**config.mk**
```make
export PLATFORM = sky130hd
export DESIGN_NAME = coef_ram_arbiter
export DESIGN_NICKNAME = d
export VERILOG_FILES = /design/src/rtl/coef_ram_arbiter.sv
export SDC_FILE = /design/constraint.sdc
export NUM_CORES = 1
export LEC_CHECK = 0
export CAP_MARGIN = 30
export CORE_ASPECT_RATIO = 2
export CORE_UTILIZATION = 38
export CTS_BUF_LIST = sky130_fd_sc_hd__clkbuf_8
export CTS_CLUSTER_SIZE = 40
export DETAILED_ROUTE_END_ITERATION = 8
export GPL_ROUTABILITY_DRIVEN = 0
export PLACE_DENSITY_LB_ADDON = 0.05
export SYNTH_ARGS = -nofsm -noshare
export SYNTH_HDL_FRONTEND = slang
export SYNTH_SLANG_ARGS = --single-unit
```
**constraint.sdc**
```tcl
create_clock -name clock -period 3.65 [get_ports clock]
set_input_delay 0.73 -clock clock [delete_from_list [all_inputs] [get_ports clock]]
set_output_delay 0.73 -clock clock [all_outputs]
set_load 0.05 [all_outputs]
```
**src/rtl/coef_ram_arbiter.sv**
```systemverilog
// Round-robin arbiter sharing one single-port coefficient RAM between two lowpass filters,
// with a host load mode. Optional stall counters: define COEF_ARB_STATS_EN.
module coef_ram_arbiter #(
  parameter int AW     = 7,
  parameter int DW     = 18,
  parameter int RD_LAT = 1
) (
  input  logic          clock,
  input  logic          reset,
  input  logic          r_req,
  input  logic [AW-1:0] r_addr,
  output logic          r_gnt,
  output logic [DW-1:0] r_data,
  output logic          r_valid,
  input  logic          l_req,
  input  logic [AW-1:0] l_addr,
  output logic          l_gnt,
  output logic [DW-1:0] l_data,
  output logic          l_valid,
  input  logic          host_load,
  output logic          host_ready,
  input  logic          host_we,
  input  logic [AW-1:0] host_addr,
  input  logic [DW-1:0] host_wdata,
  output logic [AW-1:0] ram_addr,
  output logic          ram_we,
  output logic [DW-1:0] ram_wdata,
  input  logic [DW-1:0] ram_rdata
`ifdef COEF_ARB_STATS_EN
  ,
  output logic [15:0]   r_stall_cnt,
  output logic [15:0]   l_stall_cnt
`endif
);

  localparam logic [1:0] ST_RUN   = 2'd0;
  localparam logic [1:0] ST_DRAIN = 2'd1;
  localparam logic [1:0] ST_LOAD  = 2'd2;

  localparam logic CLIENT_R = 1'b0;
  localparam logic CLIENT_L = 1'b1;

  logic [1:0]        state_reg;
  logic [1:0]        state_next;
  logic              last_reg;
  logic [RD_LAT-1:0] tag_valid_reg;
  logic [RD_LAT-1:0] tag_client_reg;
  logic              grant_ok;
  logic              pipe_empty;
  logic              load_entry;
  logic              in_load;
  logic [1:0]        req_vec;
  logic [1:0]        gnt_vec;
  logic [1:0]        valid_bus;
  logic [DW-1:0]     data_bus [2];

  assign pipe_empty = ~|tag_valid_reg;
  assign in_load    = !reset && (state_reg == ST_LOAD);
  assign host_ready = in_load;
  assign load_entry = (state_next == ST_LOAD) && (state_reg != ST_LOAD);
  assign req_vec    = {l_req, r_req};
  assign gnt_vec    = {l_gnt, r_gnt};

  // Grants are suppressed the same cycle host_load is first seen.
  assign grant_ok = !reset && (state_reg == ST_RUN) && !host_load;

  always_comb begin
    r_gnt = 1'b0;
    l_gnt = 1'b0;
    if (grant_ok) begin
      if (r_req && (!l_req || last_reg == CLIENT_L)) begin
        r_gnt = 1'b1;
      end else if (l_req) begin
        l_gnt = 1'b1;
      end
    end
  end

  always_comb begin
    state_next = state_reg;
    case (state_reg)
      ST_RUN: begin
        if (host_load) begin
          state_next = ST_DRAIN;
        end
      end
      ST_DRAIN: begin
        if (!host_load) begin
          state_next = ST_RUN;
        end else if (pipe_empty) begin
          state_next = ST_LOAD;
        end
      end
      ST_LOAD: begin
        if (!host_load) begin
          state_next = ST_RUN;
        end
      end
      default: state_next = ST_RUN;
    endcase
  end

  always_ff @(posedge clock) begin
    if (reset) begin
      state_reg <= ST_RUN;
      last_reg  <= CLIENT_L;
    end else begin
      state_reg <= state_next;
      if (r_gnt) begin
        last_reg <= CLIENT_R;
      end else if (l_gnt) begin
        last_reg <= CLIENT_L;
      end
    end
  end

  always_comb begin
    ram_addr  = '0;
    ram_we    = 1'b0;
    ram_wdata = '0;
    if (in_load) begin
      ram_addr  = host_addr;
      ram_we    = host_we;
      ram_wdata = host_wdata;
    end else if (r_gnt) begin
      ram_addr = r_addr;
    end else if (l_gnt) begin
      ram_addr = l_addr;
    end
  end

  // Tag pipe tracks which client owns the read data arriving RD_LAT cycles later.
  always_ff @(posedge clock) begin
    if (reset) begin
      tag_valid_reg  <= '0;
      tag_client_reg <= '0;
    end else begin
      tag_valid_reg[0]  <= r_gnt | l_gnt;
      tag_client_reg[0] <= l_gnt;
      for (int i = 1; i < RD_LAT; i++) begin
        tag_valid_reg[i]  <= tag_valid_reg[i-1];
        tag_client_reg[i] <= tag_client_reg[i-1];
      end
    end
  end

`ifdef COEF_ARB_STATS_EN
  logic [15:0] stall_bus [2];
  assign r_stall_cnt = stall_bus[0];
  assign l_stall_cnt = stall_bus[1];
`endif

  genvar gi;
  generate
    for (gi = 0; gi < 2; gi++) begin : g_client
      localparam logic CLIENT_ID = (gi == 1);
      logic          valid_reg;
      logic [DW-1:0] data_reg;
      logic          capture;

      assign capture = tag_valid_reg[RD_LAT-1] && (tag_client_reg[RD_LAT-1] == CLIENT_ID);

      always_ff @(posedge clock) begin
        if (reset) begin
          valid_reg <= 1'b0;
          data_reg  <= '0;
        end else begin
          valid_reg <= capture;
          if (capture) begin
            data_reg <= ram_rdata;
          end
        end
      end

      assign valid_bus[gi] = valid_reg;
      assign data_bus[gi]  = data_reg;

`ifdef COEF_ARB_STATS_EN
      logic [15:0] stall_cnt_reg;
      always_ff @(posedge clock) begin
        if (reset || load_entry) begin
          stall_cnt_reg <= '0;
        end else if (req_vec[gi] && !gnt_vec[gi] && stall_cnt_reg != 16'hFFFF) begin
          stall_cnt_reg <= stall_cnt_reg + 16'd1;
        end
      end
      assign stall_bus[gi] = stall_cnt_reg;
`endif
    end
  endgenerate

  assign r_valid = valid_bus[0];
  assign l_valid = valid_bus[1];
  assign r_data  = data_bus[0];
  assign l_data  = data_bus[1];

`ifndef COEF_ARB_STATS_EN
  logic unused_ok;
  assign unused_ok = &{1'b0, load_entry, req_vec, gnt_vec};
`endif

endmodule

```
==> metrics.md <==
| Metric | Value |
|---|---|
| Clock buffer count from CTS | `5` |
| Clock transition at the registers of the reported paths | `0.08 ns` |
| Status | `finished, final reports clean` |
| H-tree levels | `2` |
| Worst Setup SP | `reset` |
| Fmax | `303 MHz` |
| Top cell type's share of synthesized area | `0.489` |
| Startpoint Class | `primary input` |
| Die width | `50.1 um` |
| Setup TNS | `0 ns` |
| Post-Synth Simple-Gate Area | `0.317` |
| PD cells | `290 nW/um^2` |
| Library cells used by synthesis | `20` |
| Max stage delay cell, worst path | `clkdlybuf4s50_1` |
| Routed WL | `5770 um` |
| Asr flop ratio synth | `0` |
| CP arrival | `2.57 ns` |
| Area Growth Syn to Fin | `96.8%` |
| Adder-cell share of the synthesized area | `0` |
| Worst slew pin tran | `0.728 ns` |
| Post-Layout Cell Count | `405` |
| Core area | `4380 um^2` |
| Sum of net half-perimeters after detailed placement | `4600 um` |
| Slowest stage delay, CP | `0.47 ns` |
| WL per Instance | `14.2 um` |
| Count leader, synth | `nand2_1` |
| Vias per cell | `4.92` |
| CP max FO | `27` |
| Critical path data required time | `2.92 ns` |
| Synth top area cells | `dfxtp_1, nand2_1, a21oi_1` |
| Boundary Pins | `130` |
| Post-CTS Setup Inserts | `0` |
| Mux cell area share after synthesis | `0.00568` |
| First-pass GRT wire length | `9340 um` |
| Final Cycle Share | `0.905` |
| Post-CTS Resized | `0` |
| Initial drt markers | `38` |
| Nets | `413` |
| Xor/xnor share of the synthesized area | `0` |
| # hold bufs at CTS | `0` |
| Final Hold Viols | `0` |
| Sequential area share after synthesis | `0.489` |
| Initial Utilization | `0.402` |
| Buffers on Ports | `129` |
| Slew margin rel. | `0.515` |
| Setup Crit Path Kind | `primary input to output pin` |
| Largest delay contributor family on the critical path | `buffers and inverters` |
| Max-cap violations | `0` |
| RSZ-0062 raised after global routing | `false` |
| EDFF count, synth | `0` |
| CP bufs+invs | `4` |
| Min-delay src | `r_data[14]$_SDFFE_PP0P_` |
| Area of the mapped netlist | `1760 um^2` |
| Yosys warning count | `0` |
| Most used flip-flop cell after synthesis | `dfxtp_1` |
| Complex-gate fraction of the synthesized area | `0.148` |
| Final setup fails | `0` |
| Hold crit path type | `register to register` |
| # rows | `34` |
| Final Slew Violations | `0` |
| Syn nets | `288` |
| Routed via count | `1993` |
| Most frequent CP cell | `buf_4` |
| Critical-path cell list | `clkdlybuf4s50_1 > buf_4 > nor3b_2 > buf_4 > and2_1 > buf_12` |
| # diodes | `0` |
| Minimum clock period | `3.30 ns` |
| Clock tree buffer depth | `2` |
| Synthesized instance count | `225` |
| Setup Skew | `0.00630 ns` |
| # clock sinks | `43` |
| Commonest cells post-synth | `nand2_1, dfxtp_1, a21oi_1, and2_1, clkbuf_1` |
| FILL cells | `317` |
| Pin count of the biggest net entering global routing | `28` |
| Share of cells above drive strength 1 | `0.123` |
| Post-route DRC | `0` |
| FF-to-FF Start | `tag_valid_reg$_SDFF_PP0_` |
| Avg Cell Area, Syn | `7.83 um^2` |
| Synth area leader | `dfxtp_1` |
| Grt total ovfl | `0` |
| CTS tree | `yes` |
| Worst VDD drop | `223 uV` |
| Worst skew pair latency | `0.29 ns` |
| Root Driver | `clkbuf_8` |
| R2R setup slack | `2.24 ns` |
| CP endpoint kind | `output pin` |
| Initial DRT Pass Iterations | `4` |
| Placed insts | `397` |
| GR Util All Layers | `0.251` |
| Post-route ant nets | `0` |
| Die height | `98.3 um` |
| Initial antenna violation count | `0` |
| Post-synthesis register bit count | `43` |
| LEAKAGE | `0.00128 uW` |
| Die area | `4930 um^2` |
| Vias in the first global route | `2069` |
| Largest family of logic cells by synthesized area | `simple AND/OR/NAND/NOR gates` |
-- cells in the final DEF, fill, tap and decap left out, drive strengths merged --
cell type and count:
a221o 7, dfxtp 43, nand2b 2, clkbuf 5, clkdlybuf4s50 100, clkinvlp 1
nand2 75, and3 2, nor4 1, nor2 5, and2 27, o21ai 1
a21oi 37, clkinv 1, nor3b 1, or4 1, nor2b 3, inv 3
mux2i 1, buf 33, nor3 2
-- worst register-to-register path, cell delays in order, from the launching register on --
cell and delay, ns:
dfxtp_1 0.39, and2_1 0.59, nand2_1 0.16, a21oi_1 0.19
-- metal layers --
metal	up-vias	global-route usage	wire length [um]
met4	0	0.0857	75
met3	5	0.0576	375
met5	-	0	0
li1	985	-	-
met2	95	0.497	3420
met1	908	0.232	1900
-- power breakdown --
group          total (uW)  switching (uW)  internal (uW)
clock                 287             157            131
sequential            490            8.25            481
combinational         229             112            117
total                1010             277            729
-- final cells by class --
cell class	instances	area (um^2)	area share
Timing Repair Buffer	133	1610	0.465
Sequential cell	43	861	0.248
Multi-Input combinational cell	165	835	0.241
Clock buffer	5	68.8	0.0198
Tap cell	54	67.6	0.0195
Clock inverter	3	16.3	0.00469
Inverter	2	7.51	0.00217
-- final timing paths --
| path | end | cells past startpoint |
|---|---|---|
| worst max-delay path | ram_wdata[16] | 6 |
| worst min-delay path | r_data[14]$_SDFFE_PP0P_ | 2 |
| worst min register to register | r_data[14]$_SDFFE_PP0P_ | 2 |
| worst max register to register | l_data[9]$_SDFFE_PP0P_ | 3 |
-- metrics by stage --
stage                     total power [uW]  setup WS (ns)   util  hold WS [ns]  area, um^2
final                                 1010          0.346  0.791         0.455        3470
after global routing                  1050          0.195  0.791         0.469        3470
after CTS                             1010          0.360  0.791         0.457        3470
after detailed placement               731          0.362  0.772         0.446        3380
after global placement                 728          0.403  0.772         0.441        3380
after floorplan                        600          0.419      -         0.450        1760
-- cells by family after synthesis --
logic type | count (synthesis)
flops | 43
compound gates | 45
buf+inv | 17
mux | 1
simple gates | 119
Note: power is estimated with default switching activity, not from simulation.
